==> config.mk <==
export PLATFORM = sky130hd
export DESIGN_NAME = warp_scheduler
export DESIGN_NICKNAME = d
export VERILOG_FILES = /design/src/rtl/warp_scheduler.sv
export SDC_FILE = /design/constraint.sdc
export NUM_CORES = 1
export LEC_CHECK = 0
export CORE_MARGIN = 1
export CORE_UTILIZATION = 50
export CTS_BUF_LIST = sky130_fd_sc_hd__clkbuf_8
export CTS_CLUSTER_DIAMETER = 150
export DETAILED_ROUTE_END_ITERATION = 10
export GPL_TIMING_DRIVEN = 1
export PLACE_DENSITY = 0.91
export SLEW_MARGIN = 20
export SYNTH_ARGS = -nofsm -noshare
export SYNTH_HDL_FRONTEND = slang
export SYNTH_SLANG_ARGS = --single-unit
export TNS_END_PERCENT = 30
==> constraint.sdc <==
create_clock -name clk_i -period 6.4 [get_ports clk_i]
set_clock_uncertainty 0.2 [all_clocks]
set_input_delay 1.28 -clock clk_i [delete_from_list [all_inputs] [get_ports clk_i]]
set_output_delay 1.28 -clock clk_i [all_outputs]
set_load 0.02 [all_outputs]
==> src/rtl/warp_scheduler.sv <==
// Warp scheduler: launches a block of warps and sequences one in-flight warp at a time through
// FETCH..UPDATE, round-robining over the warps that are still ready.
// warp_state_o slot encodings: 0 IDLE, 1 FETCH, 2 DECODE, 3 REQUEST, 4 WAIT, 5 EXECUTE,
// 6 UPDATE, 7 DONE.
module warp_scheduler #(
  parameter int unsigned NUM_WARPS  = 4,
  parameter int unsigned WARP_IDX_W = $clog2(NUM_WARPS)
) (
  input  logic                          clk_i,
  input  logic                          rst_ni,
  input  logic                          start_i,
  input  logic [WARP_IDX_W:0]           num_warps_i,
  output logic                          fetch_req_o,
  input  logic                          fetch_ack_i,
  input  logic                          decoded_mem_i,
  input  logic                          decoded_ret_i,
  output logic                          lsu_req_o,
  input  logic                          lsu_done_i,
  output logic [WARP_IDX_W-1:0]         active_warp_o,
  output logic [NUM_WARPS-1:0][2:0]     warp_state_o,
  output logic [NUM_WARPS-1:0]          warp_enable_o,
  output logic                          busy_o,
  output logic                          done_o
);

  localparam int unsigned CntW = WARP_IDX_W + 1;
  localparam logic [2:0] WarpIdle = 3'd0;
  localparam logic [2:0] WarpDone = 3'd7;

  // Phase values double as the warp_state encoding of the in-flight warp.
  typedef enum logic [2:0] {
    StIdle    = 3'd0,
    StFetch   = 3'd1,
    StDecode  = 3'd2,
    StRequest = 3'd3,
    StWait    = 3'd4,
    StExecute = 3'd5,
    StUpdate  = 3'd6
  } phase_e;

  phase_e                  phase_q, phase_d;
  logic [WARP_IDX_W-1:0]   active_q, active_d;
  logic [NUM_WARPS-1:0]    ready_q, ready_d;
  logic [NUM_WARPS-1:0]    finished_q, finished_d;
  logic                    busy_q, busy_d;
  logic                    done_q, done_d;
  logic                    mem_q, mem_d;
  logic                    ret_q, ret_d;

  logic [WARP_IDX_W:0]     n_launch;
  logic [NUM_WARPS-1:0]    launch_mask;
  logic [NUM_WARPS-1:0]    active_oh;
  logic [NUM_WARPS-1:0]    cand;
  logic                    found;
  logic [WARP_IDX_W-1:0]   next_idx;
  logic [WARP_IDX_W-1:0]   probe;
  logic                    launch;

  assign n_launch  = (num_warps_i > CntW'(NUM_WARPS)) ? CntW'(NUM_WARPS) : num_warps_i;
  assign active_oh = NUM_WARPS'(1) << active_q;
  assign launch    = start_i && !busy_q;

  // Launch mask, next-warp candidates and cyclic search starting after the current warp.
  always_comb begin
    launch_mask = '0;
    for (int unsigned i = 0; i < NUM_WARPS; i++) begin
      launch_mask[i] = (CntW'(i) < n_launch);
    end
    cand = ready_q;
    if (!ret_q) begin
      cand = cand | active_oh;
    end
    found    = 1'b0;
    next_idx = '0;
    probe    = '0;
    // i == NUM_WARPS wraps back to the current warp, so it is considered last.
    for (int unsigned i = 1; i <= NUM_WARPS; i++) begin
      probe = active_q + WARP_IDX_W'(i);
      if (!found && cand[probe]) begin
        found    = 1'b1;
        next_idx = probe;
      end
    end
  end

  // Next-state logic: launch handling and the per-instruction FSM of the active warp.
  always_comb begin
    phase_d    = phase_q;
    active_d   = active_q;
    ready_d    = ready_q;
    finished_d = finished_q;
    busy_d     = busy_q;
    done_d     = 1'b0;
    mem_d      = mem_q;
    ret_d      = ret_q;
    if (launch) begin
      finished_d = '0;
      mem_d      = 1'b0;
      ret_d      = 1'b0;
      active_d   = '0;
      if (n_launch == '0) begin
        done_d  = 1'b1;
        ready_d = '0;
      end else begin
        // Warp 0 is issued straight away; the rest wait in the ready set.
        busy_d  = 1'b1;
        phase_d = StFetch;
        ready_d = launch_mask & ~NUM_WARPS'(1);
      end
    end else if (busy_q) begin
      unique case (phase_q)
        StFetch: begin
          if (fetch_ack_i) phase_d = StDecode;
        end
        StDecode: begin
          mem_d   = decoded_mem_i;
          ret_d   = decoded_ret_i;
          phase_d = StRequest;
        end
        StRequest: phase_d = StWait;
        StWait: begin
          if (!mem_q || lsu_done_i) phase_d = StExecute;
        end
        StExecute: phase_d = StUpdate;
        StUpdate: begin
          if (ret_q) begin
            finished_d[active_q] = 1'b1;
          end
          if (found) begin
            active_d = next_idx;
            ready_d  = cand & ~(NUM_WARPS'(1) << next_idx);
            phase_d  = StFetch;
          end else begin
            ready_d = '0;
            phase_d = StIdle;
            busy_d  = 1'b0;
            done_d  = 1'b1;
          end
        end
        default: phase_d = StIdle;
      endcase
    end
  end

  // State registers.
  always_ff @(posedge clk_i or negedge rst_ni) begin
    if (!rst_ni) begin
      phase_q    <= StIdle;
      active_q   <= '0;
      ready_q    <= '0;
      finished_q <= '0;
      busy_q     <= 1'b0;
      done_q     <= 1'b0;
      mem_q      <= 1'b0;
      ret_q      <= 1'b0;
    end else begin
      phase_q    <= phase_d;
      active_q   <= active_d;
      ready_q    <= ready_d;
      finished_q <= finished_d;
      busy_q     <= busy_d;
      done_q     <= done_d;
      mem_q      <= mem_d;
      ret_q      <= ret_d;
    end
  end

  // Outputs decoded from registered state only.
  always_comb begin
    for (int unsigned w = 0; w < NUM_WARPS; w++) begin
      if (phase_q != StIdle && active_q == WARP_IDX_W'(w)) begin
        warp_state_o[w] = phase_q;
      end else if (finished_q[w]) begin
        warp_state_o[w] = WarpDone;
      end else begin
        warp_state_o[w] = WarpIdle;
      end
    end
    warp_enable_o = (phase_q != StIdle) ? active_oh : '0;
    fetch_req_o   = (phase_q == StFetch);
    lsu_req_o     = (phase_q == StWait) && mem_q;
    active_warp_o = active_q;
    busy_o        = busy_q;
    done_o        = done_q;
  end

endmodule

### Yosys cells after proc, flatten, opt, wreduce, memory -nomap -nowiden

Cells that the tools add are included.
Widths: inputs -> output; s select.

| word-level totals | value |
|---|---|
| word-level logic and storage cells | 132 |
| RAM bits | 0 |
| memories | 0 |
| register bits after elaboration | 17 |
| bits of input ports | 10 |
| bits in read-only memories | 0 |
| output and inout port bits | 22 |
| latch bits | 0 |

| cells by class | value |
|---|---|
| divide/modulo/power cells | 0 |
| eq/ne operators | 12 |
| magnitude comparators | 9 |
| add/sub/neg operators | 3 |
| shift operators | 2 |
| bitwise gates (word level) | 4 |
| $mul | 0 |
| mux-type cells | 65 |
| reduce and logical (&&, ||, !) cells | 29 |

Operators with widths:

| operator | number |
|---|---|
| $mux 4 | 11 |
| $mux 3 | 14 |
| $mux 1 | 26 |
| $pmux 3 s6 | 1 |
| $mux 2 | 8 |
| $lt 2x3->1 const B | 4 |
| $logic_and 1x1->1 | 10 |
| $reduce_bool 2->1 | 5 |
| $eq 3x3->1 const B | 3 |
| $bmux 1 s2 | 4 |
| $or 4x4->4 | 2 |
| $shl 1x2->4 const A | 2 |
| $eq 3x2->1 const B | 2 |
| $lt 2x3->1 const A | 2 |
| $reduce_and 3->1 | 2 |
| $logic_not 1->1 | 5 |
| $add 2x2->2 const B | 2 |
| $and 4x4->4 | 1 |
| $eq 2x2->1 const B | 2 |
| $not 4->4 | 1 |
| $reduce_and 2->1 | 2 |
| $reduce_and 4->1 | 1 |
| $eq 3x1->1 const B | 1 |
| $gt 3x3->1 const B | 1 |
| 12 further kinds | 12 |

### Logic depth before layout (Yosys ltp)

Gate-level depths: netlist (run 1).

| depth | value |
|---|---|
| word-level depth | 22 |
| mapped depth | 11 |
| mapped depth without buffers | 8 |

### Worst setup path after synthesis (run 1)

Ideal clock, no wire load.

| path | value |
|---|---|
| kind | reg2out |
| start point | reg active_q[0], in the netlist active_warp_o[0] |
| end point | out warp_state_o[0] (netlist name) |
| arrival time | 1.754 ns |
| data required time | 4.920 ns |
| setup slack | 3.166 ns |
| cell stages (with the launch flop) | 9 |
| buffers on the path | 3 |
| cells stage by stage | dfrtp_1 buf_6 clkbuf_8 inv_4 ha_1 buf_12 and2_1 nand2b_1 nand2_1 |

RTL lines:

| element | line | text |
|---|---|---|
| start: declaration | 42 | `logic [WARP_IDX_W-1:0] active_q, active_d;` |
| start signal: assignment | 158 | `active_q <= active_d;` |
| end: declaration | 20 | `output logic [NUM_WARPS-1:0][2:0] warp_state_o,` |

==> results.yml, run 1 <==
placement:
  gp_congestion: 0.8900
  dp_cells: 225
  post-dp-hpwl_um: 2485
  portBuffers: 31
clocking:
  cts_hold_buffers: 0
  cts_tree: "done"
  clockBufferDepth: 2
  postCtsSetupRepairBufs: 0
  cts_sinks: 17
  numCtsBuffers: 3
  clk-insertion-delay-late_ns: 0.26
  cts_resized: 0
  htreeDepth: 1
  clk_pin_slew_ns: 0.07
  clockRootBuffer: "clkbuf_8"
power:
  power.density_mw_per_mm2: 628.5
  clkPwrFrac: 0.076
  p_comb_frac: 0.697
  vdd_drop_max_mv: 0.4236
  p_seq_frac: 0.227
  p_leak_nw: 0.7757
  swShare: 0.4979
  internal_power_mw: 0.5520
  switching_power_mw: 0.5474
critical_path:
  crit_type: "flop to primary output"
  setup.worst_path.end_class: "primary output"
  critPathArrivalTime_ns: 2.53
  critPathLaunchType: "flop"
  required_ns: 4.92
  cp_max_fo: 19
synth:
  synthArstFlopShare: 1.000
  avgSynthCellArea_um2: 8.277
  synth_top_cell_by_area: "dfrtp_1"
  synthesis.area_mm2: 0.001440
  syn_inst: 174
  synthTopCellsByArea: "dfrtp_1, nand2_1, mux2i_1"
  syn_nets: 188
  ys_seq_area_frac: 0.2954
  synth_edf_count: 0
  synth_seq_cells: 17
  yosys.cell_types.count: 52
  synth_top_area_share: 0.2954
  synthFlopType: "dfrtp_1"
  ys_warn_count: 0
layout:
  regArea_um2: 425.4
  multi_input_area_um2: 893.4
  n_antenna_cell: 0
  finalNonFillerCells: 229
  syn_to_final_growth_pct: 21.46
  drive_above_1_share: 0.06566
  final_nets: 213
  nFillCells: 235
timing:
  maxSlewHeadroom: 0.4929
  period_share: 0.6260
  rsz0062_at_grt: "no"
  period_minus_slack_ns: 4.007
  timing.fmax_mhz: 249.6
  finalHoldViolCount: 0
  setup_viol: 0
  drv_slew: 0
  tightestPinTransition_ns: 0.7582
  setup_tns_ns: 0
die:
  die-area_mm2: 0.003099
  die_x_um: 55.67
  die_y_um: 55.67
  pin_count: 32
  coreArea_mm2: 0.002734
  row_count: 19
  start_util: 0.5268
route:
  ant_nets: 0
  routedWlPerCell_um: 14.53
  routed-via-count: 1400
  viasPerCell: 6.114
  drcViolationCount: 0
  drt_iter0_markers: 100
  drt_wl_total_um: 3327
  drt_pre_antenna_iters: 4
global_routing:
  track_usage: 0.2263
  grt_first_pass_wirelength_um: 5637
  grt_pass1_vias: 1222
  antenna_found_initial: 0
  gr-total-overflow: 0
  grt_max_degree: 20
worst_hold_path:
  hp-class: "flop to flop"
run:
  cap_violations: 0
outcome:
  status: "completed"
-- synth_stat cells (2+ instances only) --
cell type	count
a211oi_1	3
a21boi_0	2
a21o_1	2
a21oi_1	10
a22o_1	4
a31oi_1	5
and2_1	4
and3_1	2
buf_2	2
buf_6	2
clkbuf_1	4
dfrtp_1	17
ha_1	4
inv_1	7
mux2i_1	8
nand2_1	25
nand2b_1	4
nand3_1	3
nor2_1	14
nor2b_1	2
nor3_1	4
nor3b_1	2
o21a_1	3
o21ai_0	7
o21ai_1	3
o31ai_1	2
or2_2	2
or3_1	3
-- routing by layer --
layer | vias to the layer above | share of wire | GRT usage
met2 | 68 | 0.47 | 0.3683
met3 | 8 | 0.066 | 0.02791
met5 | - | 0 | 0
met4 | 0 | 0.017 | 0.08214
met1 | 645 | 0.45 | 0.3095
li1 | 679 | - | -
-- placed cells by master (no fill, tap or decap), types with 2 or more instances in the layout --
| cell type | count |
|---|---|
| a22o_1 | 4 |
| or3_1 | 3 |
| or2_2 | 2 |
| ha_1 | 4 |
| dfrtp_1 | 17 |
| a211oi_1 | 3 |
| nor3b_1 | 2 |
| a21oi_1 | 10 |
| clkdlybuf4s50_1 | 31 |
| o21ai_0 | 7 |
| nor2b_1 | 2 |
| a21boi_0 | 2 |
| clkbuf_8 | 3 |
| and3_1 | 2 |
| inv_1 | 7 |
| o21ai_1 | 3 |
| o31ai_1 | 2 |
| nor2_1 | 14 |
| nand3_1 | 3 |
| a31oi_1 | 5 |
| and2_1 | 4 |
| mux2i_1 | 8 |
| nor3_1 | 4 |
| nand2b_1 | 4 |
| o21a_1 | 3 |
| nand2_1 | 25 |
| a21o_1 | 2 |
-- registers in the layout, indices dropped and copies added (netlist names) --
register,cells
finished_q,4
ready_q,4
phase_q,3
active_warp_o,2
busy_o,1
done_o,1
mem_q,1
ret_q,1
-- final cells by class --
cell class	count	share of cell area
timing repair buffer	31	0.1774
clock inverter	1	0.004292
inverter	8	0.01860
clock buffer	3	0.02361
tap	31	0.02217
multi-input combinational	138	0.5107
sequential	17	0.2432
-- metrics by stage --
stage	cell area [µm²]	total power [mW]	setup slack, ns	hold slack, ns	utilization
CTS	1749	1.094	2.377	0.3308	0.6398
detailed placement	1700	1.007	2.663	0.3132	0.6220
global placement	1700	0.9949	2.758	0.2964	0.6220
floorplan	1440	0.7956	3.166	0.2635	-
finish	1749	1.099	2.393	0.3300	0.6398
global route	1749	1.183	2.206	0.3668	0.6398
-- final timing paths --
check	from	to	slack, ns	depth (start not counted)
worst max-delay path	active_warp_o[0]$_DFFE_PN0P_	warp_state_o[0]	2.39	6
max in group asynchronous	rst_ni	ready_q[1]$_DFFE_PN0P_	4.25	1
worst min register to register	finished_q[0]$_DFFE_PN0P_	finished_q[0]$_DFFE_PN0P_	0.33	2
worst max register to register	active_warp_o[0]$_DFFE_PN0P_	active_warp_o[0]$_DFFE_PN0P_	3.40	7
worst min-delay path	finished_q[0]$_DFFE_PN0P_	finished_q[0]$_DFFE_PN0P_	0.33	2
min in group asynchronous	rst_ni	mem_q$_DFFE_PN0P_	1.26	1
-- worst max-delay path: stages, from the launching register on --
cell             delay [ns]
dfrtp_1                0.82
inv_4                  0.09
ha_1                   0.35
and2_1                 0.20
nand2b_1               0.15
nand2_1                0.06
clkdlybuf4s50_1        0.59
-- power by group through the flow --
stage	Combinational, mW	Sequential (mW)	Clock [mW]
floorplan	0.595	0.200	0
global placement	0.746	0.249	0
detailed placement	0.756	0.250	0
CTS	0.762	0.248	0.0840
global route	0.834	0.261	0.0875
finish	0.766	0.250	0.0832
-- cells by family after synthesis --
kind of cell / count (synthesis) / synth area share
AO/OA/AOI/OAI: 54 / 0.2719
adder cells (fa/ha/maj): 4 / 0.03475
AND/OR/NAND/NOR: 71 / 0.2476
flip-flops: 17 / 0.2954
multiplexers: 9 / 0.06603
buffers and inverters: 19 / 0.08428
Power figures use the tool's default switching activity.
==> run 2, diff against run 1 <==
clock period = 4.2 ns   (was 6.4 ns; I/O delays follow)
==> results.yml, run 2 (synthesis gave the netlist of run 1 again) <==
outcome:
  status: "completed"
placement:
  portBuffers: 31
  pre_cts_ws_ns: 0.9280
  gp_congestion: 0.8862
  dp_cells: 225
  place_area_mm2: 0.001700
  post-dp-hpwl_um: 2513
timing:
  rsz0062_at_grt: "no"
  finalHoldViolCount: 0
  worst_slack_ns: 0.6391
  timing.fmax_mhz: 280.8
  drv_slew: 0
  period_share: 0.8478
  period_minus_slack_ns: 3.561
  setup_tns_ns: 0
  tightestPinTransition_ns: 0.7578
  maxSlewHeadroom: 0.4932
  setup_viol: 0
layout:
  stdcell_area_mm2: 0.001749
  drive_above_1_share: 0.06566
  final_nets: 213
  mostFrequentLayoutCell: "clkdlybuf4s50_1"
  syn_to_final_growth_pct: 21.46
  finalNonFillerCells: 229
  top_regs: "finished_q (4), ready_q (4), phase_q (3)"
  n_antenna_cell: 0
  final_cell_mix: "clkdlybuf4s50_1, nand2_1, dfrtp_1"
critical_path:
  cp_slowest_cell: "dfrtp_1"
  setup.worst_path.end_class: "primary output"
  cp_max_fo: 19
  critPathLaunchType: "flop"
  r2r-end: "active_warp_o[0]$_DFFE_PN0P_"
  crit_type: "flop to primary output"
  path_cells: "ha_1 -> and2_1 -> nand2b_1 -> nand2_1 -> clkdlybuf4s50_1"
  worstRegToRegCells: 7
  timing.rr.start: "active_warp_o[0]$_DFFE_PN0P_"
  reg2reg_slack_ns: 1.20
  slowest_delay_ns: 0.82
  critPathArrivalTime_ns: 2.52
  crit_family: "flip-flops"
  required_ns: 3.16
  cp_num_buf_inv: 1
power:
  vdd_drop_max_mv: 0.6199
  switching_power_mw: 0.8376
  finalPower_mw: 1.679
  p_comb_frac: 0.695
  swShare: 0.4989
  internal_power_mw: 0.8414
  p_seq_frac: 0.229
  p_leak_nw: 0.7757
  clkPwrFrac: 0.076
  power.density_mw_per_mm2: 959.9
route:
  drt_iter0_markers: 57
  routed-via-count: 1385
  viasPerCell: 6.048
  drcViolationCount: 0
  routedWlPerCell_um: 14.91
  drt_pre_antenna_iters: 4
  drt_wl_total_um: 3414
  ant_nets: 0
worst_hold_path:
  hp-class: "flop to flop"
  hold_end: "finished_q[0]$_DFFE_PN0P_"
  worstHoldPathCells: 2
  worstHoldStart: "finished_q[0]$_DFFE_PN0P_"
die:
  pin_count: 32
  coreArea_mm2: 0.002734
  die_y_um: 55.67
  row_count: 19
  start_util: 0.5268
  die-area_mm2: 0.003099
  die_x_um: 55.67
clocking:
  cts_hold_buffers: 0
  clk-insertion-delay-late_ns: 0.26
  cts_resized: 0
  cts_sinks: 17
  clk_pin_slew_ns: 0.07
  numCtsBuffers: 3
  clockRootBuffer: "clkbuf_8"
  cts_tree: "done"
  postCtsSetupRepairBufs: 0
  htreeDepth: 1
  clockBufferDepth: 2
global_routing:
  antenna_found_initial: 0
  grt_first_pass_wirelength_um: 5837
  grt_pass1_vias: 1312
  grt_max_degree: 20
  track_usage: 0.2335
  gr-total-overflow: 0
run:
  cap_violations: 0
==> run 2: cell counts in the layout (fill, tap and decap cells not counted) <==
No cell type changed its count.
==> run 2: power by group through the flow <==
stage	Combinational, mW	Sequential (mW)	Clock (mW)
after floorplan	0.907	0.305	0
after global placement	1.14	0.379	0
after detailed placement	1.15	0.383	0
after CTS	1.16	0.381	0.128
after global routing	1.27	0.400	0.135
final	1.17	0.384	0.128
==> run 2: area by class of cell <==
| cell class | count | area (µm²) |
|---|---|---|
| multi-input cells | 138 | 893.4 |
| inverters | 8 | 32.53 |
| repair buffers | 31 | 310.3 |
| clock buffers | 3 | 41.29 |
| well taps | 31 | 38.79 |
| fillers | 233 | 984.7 |
| clock inverters | 1 | 7.507 |
| flip-flops and latches | 17 | 425.4 |
==> run 2: tightest hold or removal path, cell delays in order (launching register included) <==
cell	delay, ns
dfrtp_1	0.37
a21oi_1	0.05
nor2_1	0.08
==> run 2: worst max-delay path by stage <==
stage	start	end	cells after the start	slack, ns
floorplan	active_warp_o[0]$_DFFE_PN0P_	warp_state_o[0]	8	1.41
global placement	active_warp_o[0]$_DFFE_PN0P_	warp_state_o[0]	6	0.99
detailed placement	active_warp_o[0]$_DFFE_PN0P_	warp_state_o[0]	6	0.93
CTS	active_warp_o[0]$_DFFE_PN0P_	warp_state_o[0]	6	0.64
global route	active_warp_o[0]$_DFFE_PN0P_	warp_state_o[0]	6	0.45
finish	active_warp_o[0]$_DFFE_PN0P_	warp_state_o[3]	5	0.64
==> run 2: routing by layer <==
metal  global-route usage  wire, µm  vias up
met5                    0         0        -
met4               0.1143        31        0
met3              0.03488       310        4
met2               0.3597      1590       82
met1               0.3209      1483      622
li1                     -         -      677
==> run 2: per-stage QoR <==
| stage | utilization | hold slack, ns |
|---|---|---|
| floorplan | - | 0.2635 |
| global placement | 0.6220 | 0.2962 |
| detailed placement | 0.6220 | 0.3145 |
| CTS | 0.6398 | 0.3320 |
| global route | 0.6398 | 0.3750 |
| finish | 0.6398 | 0.3323 |
